<file path="src/rtl/multicycle_alu_if.sv">
// Request/response bundle for the multicycle ALU: operands and control in,
// status and registered result out.
interface multicycle_alu_if #(
    parameter int unsigned WIDTH = 32
);
    logic             start;
    logic [1:0]       ALUop;
    logic [2:0]       opcode;
    logic [WIDTH-1:0] a;
    logic [WIDTH-1:0] b;
    logic             busy;
    logic             done;
    logic [WIDTH-1:0] result;
    logic             zero;
    logic             ovf;

    modport master (
        output start, ALUop, opcode, a, b,
        input  busy, done, result, zero, ovf
    );

    modport slave (
        input  start, ALUop, opcode, a, b,
        output busy, done, result, zero, ovf
    );
endinterface

</file>
<file path="src/rtl/multicycle_alu.sv">
// Multicycle ALU: single-cycle add/sub/and/not/slt, bit-serial shifts and an
// iterative shift-add multiplier, all reporting through a one-cycle done pulse.
module multicycle_alu #(
    parameter int unsigned WIDTH = 32
) (
    input  logic            clk,
    input  logic            rst,
    multicycle_alu_if.slave bus
);
    localparam int unsigned SHW = $clog2(WIDTH);

    typedef enum logic {S_IDLE, S_EXEC} state_t;
    typedef enum logic [2:0] {
        OP_ADD, OP_SUB, OP_AND, OP_NOT, OP_SLL, OP_SRL, OP_MUL, OP_SLT
    } op_t;

    state_t           state_q, state_d;
    op_t              op_q, op_d;
    logic [SHW:0]     cnt_q, cnt_d;
    logic [WIDTH-1:0] opa_q, opa_d;
    logic [WIDTH-1:0] opb_q, opb_d;
    logic [WIDTH-1:0] acc_q, acc_d;
    logic [WIDTH-1:0] result_q, result_d;
    logic             zero_q, zero_d;
    logic             ovf_q, ovf_d;
    logic             done_q, done_d;

    op_t              dec_op;
    logic [WIDTH-1:0] sum, diff, sc_res, shift_nxt, acc_nxt, fin;
    logic             sc_ovf;
    logic             unused_opcode_msb;

    assign unused_opcode_msb = bus.opcode[2];

    always_comb begin
        dec_op = OP_ADD;
        case (bus.ALUop)
            2'b00: dec_op = OP_ADD;
            2'b01: dec_op = OP_SUB;
            2'b10: begin
                case (bus.opcode[1:0])
                    2'b00:   dec_op = OP_ADD;
                    2'b01:   dec_op = OP_SUB;
                    2'b10:   dec_op = OP_AND;
                    default: dec_op = OP_NOT;
                endcase
            end
            default: begin
                case (bus.opcode[1:0])
                    2'b00:   dec_op = OP_SLL;
                    2'b01:   dec_op = OP_SRL;
                    2'b10:   dec_op = OP_MUL;
                    default: dec_op = OP_SLT;
                endcase
            end
        endcase
    end

    assign sum  = bus.a + bus.b;
    assign diff = bus.a - bus.b;

    always_comb begin
        sc_res = '0;
        sc_ovf = 1'b0;
        case (dec_op)
            OP_ADD: begin
                sc_res = sum;
                sc_ovf = (bus.a[WIDTH-1] == bus.b[WIDTH-1]) && (sum[WIDTH-1] != bus.a[WIDTH-1]);
            end
            OP_SUB: begin
                sc_res = diff;
                sc_ovf = (bus.a[WIDTH-1] != bus.b[WIDTH-1]) && (diff[WIDTH-1] != bus.a[WIDTH-1]);
            end
            OP_AND:  sc_res = bus.a & bus.b;
            OP_NOT:  sc_res = ~bus.a;
            OP_SLT:  sc_res = {{(WIDTH-1){1'b0}}, ($signed(bus.a) < $signed(bus.b))};
            default: sc_res = bus.a;
        endcase
    end

    assign shift_nxt = (op_q == OP_SLL) ? (opa_q << 1) : (opa_q >> 1);
    assign acc_nxt   = opb_q[0] ? (acc_q + opa_q) : acc_q;

    always_comb begin
        state_d  = state_q;
        op_d     = op_q;
        cnt_d    = cnt_q;
        opa_d    = opa_q;
        opb_d    = opb_q;
        acc_d    = acc_q;
        result_d = result_q;
        zero_d   = zero_q;
        ovf_d    = ovf_q;
        done_d   = 1'b0;
        fin      = '0;
        case (state_q)
            S_IDLE: begin
                if (bus.start) begin
                    op_d = dec_op;
                    if (dec_op == OP_MUL) begin
                        state_d = S_EXEC;
                        cnt_d   = (SHW+1)'(WIDTH);
                        opa_d   = bus.a;
                        opb_d   = bus.b;
                        acc_d   = '0;
                    end else if ((dec_op == OP_SLL || dec_op == OP_SRL) &&
                                 (bus.b[SHW-1:0] != '0)) begin
                        state_d = S_EXEC;
                        cnt_d   = {1'b0, bus.b[SHW-1:0]};
                        opa_d   = bus.a;
                    end else begin
                        // zero-distance shifts fall through here and return a unchanged
                        result_d = sc_res;
                        zero_d   = (sc_res == '0);
                        ovf_d    = sc_ovf;
                        done_d   = 1'b1;
                    end
                end
            end
            default: begin
                if (op_q == OP_MUL) begin
                    acc_d = acc_nxt;
                    opa_d = opa_q << 1;
                    opb_d = opb_q >> 1;
                    fin   = acc_nxt;
                end else begin
                    opa_d = shift_nxt;
                    fin   = shift_nxt;
                end
                cnt_d = cnt_q - (SHW+1)'(1);
                if (cnt_q == (SHW+1)'(1)) begin
                    state_d  = S_IDLE;
                    result_d = fin;
                    zero_d   = (fin == '0);
                    ovf_d    = 1'b0;
                    done_d   = 1'b1;
                end
            end
        endcase
    end

    always_ff @(posedge clk) begin
        if (rst) begin
            state_q  <= S_IDLE;
            op_q     <= OP_ADD;
            cnt_q    <= '0;
            opa_q    <= '0;
            opb_q    <= '0;
            acc_q    <= '0;
            result_q <= '0;
            zero_q   <= 1'b0;
            ovf_q    <= 1'b0;
            done_q   <= 1'b0;
        end else begin
            state_q  <= state_d;
            op_q     <= op_d;
            cnt_q    <= cnt_d;
            opa_q    <= opa_d;
            opb_q    <= opb_d;
            acc_q    <= acc_d;
            result_q <= result_d;
            zero_q   <= zero_d;
            ovf_q    <= ovf_d;
            done_q   <= done_d;
        end
    end

    assign bus.busy   = (state_q == S_EXEC);
    assign bus.done   = done_q;
    assign bus.result = result_q;
    assign bus.zero   = zero_q;
    assign bus.ovf    = ovf_q;
endmodule

</file>
<file path="src/flat_wrapper.sv">
// flat-port wrapper written by rule: the top's interface ports become plain ports
module multicycle_alu_flat 
#(
    parameter int unsigned WIDTH = 32
)
  (clk, rst, bus_start, bus_ALUop, bus_opcode, bus_a, bus_b, bus_busy, bus_done, bus_result, bus_zero, bus_ovf);
  multicycle_alu_if #(.WIDTH(WIDTH)) bus_i ();
  input  logic clk;
  input  logic rst;
  input wire logic [$bits(bus_i.start)-1:0] bus_start;
  input wire logic [$bits(bus_i.ALUop)-1:0] bus_ALUop;
  input wire logic [$bits(bus_i.opcode)-1:0] bus_opcode;
  input wire logic [$bits(bus_i.a)-1:0] bus_a;
  input wire logic [$bits(bus_i.b)-1:0] bus_b;
  output wire logic [$bits(bus_i.busy)-1:0] bus_busy;
  output wire logic [$bits(bus_i.done)-1:0] bus_done;
  output wire logic [$bits(bus_i.result)-1:0] bus_result;
  output wire logic [$bits(bus_i.zero)-1:0] bus_zero;
  output wire logic [$bits(bus_i.ovf)-1:0] bus_ovf;
  assign bus_i.start = bus_start;
  assign bus_i.ALUop = bus_ALUop;
  assign bus_i.opcode = bus_opcode;
  assign bus_i.a = bus_a;
  assign bus_i.b = bus_b;
  assign bus_busy = bus_i.busy;
  assign bus_done = bus_i.done;
  assign bus_result = bus_i.result;
  assign bus_zero = bus_i.zero;
  assign bus_ovf = bus_i.ovf;
  multicycle_alu #(.WIDTH(WIDTH)) u_core (.clk(clk), .rst(rst), .bus(bus_i));
endmodule
</file>
<file path="config.mk">
export PLATFORM = sky130hd
export DESIGN_NAME = multicycle_alu_flat
export DESIGN_NICKNAME = d
export VERILOG_FILES = /design/src/rtl/multicycle_alu_if.sv /design/src/rtl/multicycle_alu.sv /design/src/flat_wrapper.sv
export SDC_FILE = /design/constraint.sdc
export NUM_CORES = 1
export LEC_CHECK = 0
export ABC_AREA = 1
export CELL_PAD_IN_SITES_DETAIL_PLACEMENT = 0
export CELL_PAD_IN_SITES_GLOBAL_PLACEMENT = 1
export CORE_MARGIN = 3
export CORE_UTILIZATION = 45
export CTS_BUF_LIST = sky130_fd_sc_hd__clkbuf_8
export DETAILED_ROUTE_END_ITERATION = 12
export PLACE_DENSITY_LB_ADDON = 0.1
export SLEW_MARGIN = 10
export SYNTH_ARGS = -nofsm -noshare
export SYNTH_HDL_FRONTEND = slang
export SYNTH_SLANG_ARGS = --single-unit
</file>
<file path="constraint.sdc">
create_clock -name clk -period 4.3 [get_ports clk]
set_clock_uncertainty 0.2 [all_clocks]
set_input_delay 0.645 -clock clk [delete_from_list [all_inputs] [get_ports clk]]
set_output_delay 0.645 -clock clk [all_outputs]
set_load 0.1 [all_outputs]
</file>
# ---- Yosys cells after proc, flatten, opt, wreduce, memory -nomap -nowiden
# Cells that the tools add are included.
dict set report word_totals {
  regBits 141
  inputBits 72
  out_inout_bits 36
  word_cells 108
}
dict set report classes {
  n_addsub 4
  order_cmp 1
  n_eq_ne 22
  mux 51
  bitwise 3
  n_reduce_logical 17
}
# cell n
set op_table {}
lappend op_table {{32-bit 2-to-1 mux} 22}
lappend op_table {{32-bit one-hot mux with 5 select lines} 1}
lappend op_table {{32-bit adder} 2}
lappend op_table {{32-bit logical NOT} 2}
lappend op_table {{32-bit AND} 1}
lappend op_table {{32-bit < comparator} 1}
lappend op_table {{32-bit NOT} 1}
lappend op_table {{32-bit subtractor} 1}
lappend op_table {{6-bit 2-to-1 mux} 4}
lappend op_table {{1-bit 2-to-1 mux} 20}
lappend op_table {{3-bit equality test (second input constant)} 6}
lappend op_table {{2-bit one-hot mux with 3 select lines} 2}
lappend op_table {{3-bit one-hot mux with 3 select lines} 1}
lappend op_table {{3-bit by 2-bit equality test with 1-bit output (second input constant)} 2}
lappend op_table {{6-bit by 1-bit equality test with 1-bit output (second input constant)} 1}
lappend op_table {{6-bit by 1-bit subtractor with 6-bit output (second input constant)} 1}
lappend op_table {{5-bit nonzero test} 1}
lappend op_table {{2-bit by 1-bit equality test with 1-bit output (second input constant)} 2}
lappend op_table {{2-bit equality test (second input constant)} 2}
lappend op_table {{2-bit logical NOT} 2}
lappend op_table {{2-bit by 1-bit inequality test with 1-bit output (second input constant)} 2}
lappend op_table {{2-bit inequality test (second input constant)} 2}
lappend op_table {{2-bit AND reduction} 2}
lappend op_table {{4-bit AND reduction} 1}
lappend op_table {{other kinds (11)} 16}

# ---- Depth between registers and ports, before layout
dict set report depth {
  word_depth 10
  mapped_depth 24
}

# ---- Worst setup path before layout
# OpenSTA, ideal clock, no wires.
dict set report synth_path {
  path_kind {in2reg}
  startpoint {input bus_a[0]}
  endpoint {register u_core.zero_q, in the netlist u_core.bus.zero}
  arrival_ps 2476
  setup_slack_ps 1515
  stages 21
  cell_sequence {inv_1 -> ha_1 -> fa_1 -> inv_1 -> nand3_1 -> nand2_1 -> nand3_1 -> nand2_1 -> nand2_1 -> nand2_1 -> nand2_1 -> nand3_1 -> nand3_1 -> a21oi_1 -> nor2_1 -> nand2_1 -> nor2_1 -> nand2_1 -> nand3_1 -> nand2_1 -> inv_1}
}
dict set report synth_between {
  elab_chain_len 7
  word_cells_on_any_way 11
  cone_classes {2 x add/sub; 1 x order compare; 5 x mux; 2 x bitwise; 1 x reduce/logical}
}
# item line_no
set synth_rtl {}
lappend synth_rtl {{start, declared} flat_wrapper.sv:13} ;# input wire logic [$bits(bus_i.a)-1:0] bus_a;
lappend synth_rtl {{32-bit subtractor (tied with other cells)} multicycle_alu.sv:60} ;# assign diff = bus.a - bus.b;
lappend synth_rtl {{32-bit one-hot mux with 5 select lines *} multicycle_alu.sv:65} ;# case (dec_op)
lappend synth_rtl {{32-bit logical NOT *} multicycle_alu.sv:114} ;# zero_d = (sc_res == '0);
lappend synth_rtl {{1-bit 2-to-1 mux *} multicycle_alu.sv:106} ;# end else if ((dec_op == OP_SLL || dec_op == OP_SRL) &&
lappend synth_rtl {{1-bit 2-to-1 mux *} multicycle_alu.sv:100} ;# if (dec_op == OP_MUL) begin
lappend synth_rtl {{1-bit 2-to-1 mux *} multicycle_alu.sv:98} ;# if (bus.start) begin
lappend synth_rtl {{1-bit 2-to-1 mux *} multicycle_alu.sv:96} ;# case (state_q)
lappend synth_rtl {{end signal, assigned} multicycle_alu.sv:162} ;# zero_q <= zero_d;
lappend synth_rtl {{end, declared} multicycle_alu.sv:24} ;# logic zero_q, zero_d;
# Mark *: on every way between the ends. The rest lies on a longest branch, timed or not. The select of a mux whose other input is x is not followed.
# A chain may end at the register's enable or synchronous reset.

# ---- Worst setup path in the final report
dict set report layout_path {
  startpoint {input bus_b[27]}
  endpoint {register u_core.zero_q, in the netlist u_core.bus.zero}
}
dict set report layout_between {
  elab_chain_len 7
  word_cells_on_any_way 10
  cone_classes {2 x add/sub; 1 x order compare; 5 x mux; 1 x bitwise; 1 x reduce/logical}
}
# item line_no
set layout_rtl {}
lappend layout_rtl {{start, declared} flat_wrapper.sv:14} ;# input wire logic [$bits(bus_i.b)-1:0] bus_b;
lappend layout_rtl {{32-bit subtractor (tied with other cells)} multicycle_alu.sv:60}
lappend layout_rtl {{32-bit one-hot mux with 5 select lines *} multicycle_alu.sv:65}
lappend layout_rtl {{32-bit logical NOT *} multicycle_alu.sv:114}
lappend layout_rtl {{1-bit 2-to-1 mux *} multicycle_alu.sv:106}
lappend layout_rtl {{1-bit 2-to-1 mux *} multicycle_alu.sv:100}
lappend layout_rtl {{1-bit 2-to-1 mux *} multicycle_alu.sv:98}
lappend layout_rtl {{1-bit 2-to-1 mux *} multicycle_alu.sv:96}
# Marked as above.

==> results.py <==
metrics = {
    "pwr": {
        "irDropWorstVdd_uv": 190.7,
        "p_leak_nw": 8.180,
        "cellPowerDensity_nw_per_um2": 246.7,
    },
    "sta": {
        "slew_violations": 0,
        "hold_violations": 0,
        "rsz0062_at_grt": "no",
        "fin_crit_sh_pct": 91.04,
        "tightest_slew_ns": 1.042,
        "finalSetupViolations": 0,
        "slew_headroom_pct": 30.53,
        "timing.fmax_mhz": 255.4,
        "finalSetupTns_ns": 0,
        "min_period_ns": 3.915,
    },
    "yosys": {
        "synth_cells": 2780,
        "synth_edf_count": 0,
        "ys_warn_count": 0,
        "yosysUniqueCellTypes": 50,
        "syn_nets": 2952,
        "syn_avg_cell_area_um2": 5.476,
        "yosysSeqAreaShare_pct": 18.54,
        "dominantRegCellSynth": "dfxtp_1",
        "synth-seq-cells": 141,
        "ys_async_sr_fraction_pct": 0,
        "syn_area_um2": 15220,
    },
    "setup_path": {
        "cp_cell_sequence": "clkdlybuf4s50_1 -> inv_1 -> ha_1 -> inv_1 -> o21ai_0 -> o21ai_0 -> nand2_1 -> a21oi_1 -> nand2_1 -> nand2_1 -> nand3_1 -> a21oi_1 -> nor2_1 -> nand2_1 -> nor2_1 -> nand2_1 -> nand3_1 -> nand2_1 -> inv_1",
        "reg2reg_depth": 20,
        "slowest_stage": "clkdlybuf4s50_1",
        "cp_max_fo": 7,
        "worstPathRequired_ns": 4.50,
        "r2r_end": "u_core.bus.zero",
        "crit_path_start_kind": "primary input",
        "r2r-start": "u_core.op_q[1]",
        "critPathLaunch": "bus_b[27]",
        "endpoint": "u_core.bus.zero",
        "crit_top_cell": "nand2_1",
        "slowest_delay_ns": 0.55,
        "endpoint_kind": "flip-flop",
        "r2r_slack_ns": 0.77,
        "worst_ep_arrival_time_ns": 4.11,
        "path_class": "in2reg",
    },
    "cells_and_area": {
        "fin_util_pct": 52.53,
        "multiInputGateArea_um2": 10330,
        "drive_above_1_share_pct": 5.438,
        "nFillCells": 3563,
        "final_nets": 3046,
        "regArea_um2": 2828,
        "area_delta_synth_final_pct": 13.69,
    },
    "detailed_routing": {
        "dr.pass1.iters": 8,
        "wire_per_inst_um": 18.80,
        "final_antenna_net_count": 0,
        "drc": 0,
        "drt_iter0_markers": 1560,
        "vias": 18570,
        "routed_wl_um": 62620,
        "via_per_inst": 5.578,
    },
    "global_route": {
        "gr-usage-all-layers_pct": 33.92,
        "grt_max_degree": 90,
        "grt_pass1_vias": 17260,
        "antenna_found_initial": 1,
        "grt_pass1_wl_um": 95910,
        "gr-total-overflow": 0,
    },
    "clock_tree": {
        "holdBufCountCts": 0,
        "clock_sinks": 141,
        "cts_root_buf": "clkbuf_8",
        "cts_made_buffers": 17,
        "clkTransAtPathRegs_ns": 0.12,
        "htree_levels": 4,
        "clock_path_buffers": 2,
        "clk_latency_ns": 0.50,
        "post_cts_buffers": 0,
        "post_cts_resized": 0,
        "cts_tree": "done",
    },
    "die": {
        "die_y_um": 189.9,
        "ios": 108,
        "initial_core_util_pct": 46.21,
        "design.die.area_um2": 36080,
        "rows": 66,
        "dieWidth_um": 189.9,
        "core_area_um2": 32950,
    },
    "placed_design": {
        "dpl.hpwl_um": 50190,
        "gp_congestion": 0.9992,
        "portBuffers": 106,
    },
    "min_path": {
        "hold_class": "reg2reg",
    },
    "run": {
        "cap_violations": 0,
    },
    "outcome": {
        "status": "finished clean",
    },
}
per-stage QoR:
stage                     hold slack [ns]  total power, mW  worst slack (ns)  area [um2]  cells
after global placement             0.2422            3.044           0.08525       16900   3297
after detailed placement           0.2433            3.053           0.02468       16900   3297
final                              0.2601            4.271            0.3853       17310   3330
after global routing               0.2958            4.466            0.2574       17310   3330
after floorplan                    0.2412            2.503             1.515       15220   2780
after CTS                          0.2557            4.241            0.5510       17310   3329
worst min path at each step:
stage	endpoint	cells past startpoint	slack (ns)	start
5_1_grt	u_core.opb_q[18]	2	0.30	u_core.opb_q[19]
3_3_place_gp	u_core.bus.result[28]	2	0.24	u_core.bus.result[28]
2_1_floorplan	u_core.opb_q[31]	2	0.24	u_core.opb_q[31]
4_1_cts	u_core.opb_q[29]	2	0.26	u_core.opb_q[30]
6_report	u_core.opb_q[29]	2	0.26	u_core.opb_q[30]
3_5_place_dp	u_core.bus.result[28]	2	0.24	u_core.bus.result[28]
cells in the final DEF, fill, tap and decap left out, types with 6 or more instances in the layout:
master           count
a21oi_1            160
a22oi_1              7
a31oi_1             61
buf_4               71
clkbuf_8            18
clkdlybuf4s50_1    105
dfxtp_1            139
ha_1                97
inv_1              409
inv_2               12
nand2_1            881
nand3_1            288
nand4_1             38
nor2_1             280
nor2_2               8
nor3_1              20
o211ai_1             7
o21ai_0            158
o21ai_1              6
o21bai_1            10
o22ai_1             24
or2_2               14
power by group:
part           internal [mW]  switching, mW  leakage [nW]
Clock                  0.542          0.659         0.200
Sequential              1.36         0.0606          1.15
Combinational          0.487           1.16          6.83
Total                   2.39           1.88          8.18
synthesized netlist by cell type, types with 2 or more instances:
master	count	area, um2
nand2_1	881	3307
inv_1	408	1531
nand3_1	288	1441
nor2_1	282	1059
a21oi_1	160	800.8
o21ai_0	158	790.8
dfxtp_1	141	2823
ha_1	97	1214
a31oi_1	61	381.6
clkbuf_1	45	168.9
buf_2	41	205.2
nand4_1	38	237.7
o22ai_1	24	150.1
nor3_1	20	100.1
or2_2	14	87.58
inv_2	12	45.04
o21bai_1	10	75.07
a22oi_1	7	52.55
o211ai_1	7	52.55
buf_4	6	45.04
nor2_2	6	37.54
o21ai_1	6	30.03
a32o_1	5	50.05
buf_1	5	18.77
nand2_2	5	31.28
a211oi_1	4	30.03
a221oi_1	4	35.03
buf_6	4	45.04
nor2_4	4	45.04
a21oi_2	3	26.28
fa_1	3	60.06
xnor2_1	3	26.28
xor2_1	3	26.28
a21o_1	2	15.01
and2_1	2	12.51
clkbuf_2	2	10.01
clkinv_1	2	7.510
nand2_4	2	22.52
nand3b_1	2	15.01
o21a_1	2	15.01
o221ai_1	2	17.52
metal layers:
| metal | vias up | GRT usage (%) | part of all wire (%) |
|---|---|---|---|
| li1 | 9150 | - | - |
| met1 | 8487 | 46.21 | 44 |
| met2 | 814 | 55.00 | 45 |
| met3 | 123 | 4.201 | 7.3 |
| met4 | 0 | 12.57 | 3.7 |
| met5 | - | 0 | 0 |
worst max-delay path: cells and delay by family:
kind / cells / cell delay (ns)
AO/OA/AOI/OAI: 4 / 1.21
buffers and inverters: 4 / 0.91
AND/OR/NAND/NOR: 10 / 0.89
adder cells (fa/ha/maj): 1 / 0.43
sequential cells by signal, indices dropped and copies added, names as in the netlist:
name               cells
u_core.acc_q          32
u_core.bus.result     32
u_core.opa_q          32
u_core.opb_q          32
u_core.cnt_q           6
u_core.op_q            3
u_core.bus.busy        1
u_core.bus.done        1
u_core.bus.ovf         1
u_core.bus.zero        1
cell families (layout without fill, tap and decap cells):
logic type                 Yosys count  in the layout  share of synthesized area [%]
xor gates and xnor gates             6              6                         0.3452
adders and majority gates          100            100                          8.366
other                                0              1                              0
AOI/OAI and AO/OA                  459            459                          16.79
buffers and inverters              525            632                          13.64
DFF                                141            141                          18.54
and+or+nand+nor                   1549           1549                          42.32
cell type report:
cell class,instances,share of cell area [%]
Sequential cell,141,16.34
Antenna cell,1,0.01446
Clock buffer,18,1.431
Clock inverter,14,0.8963
Inverter,422,9.151
Timing Repair Buffer,178,9.296
Tap cell,442,3.195
Multi-Input combinational cell,2114,59.68
Power figures use the tool's default switching activity.
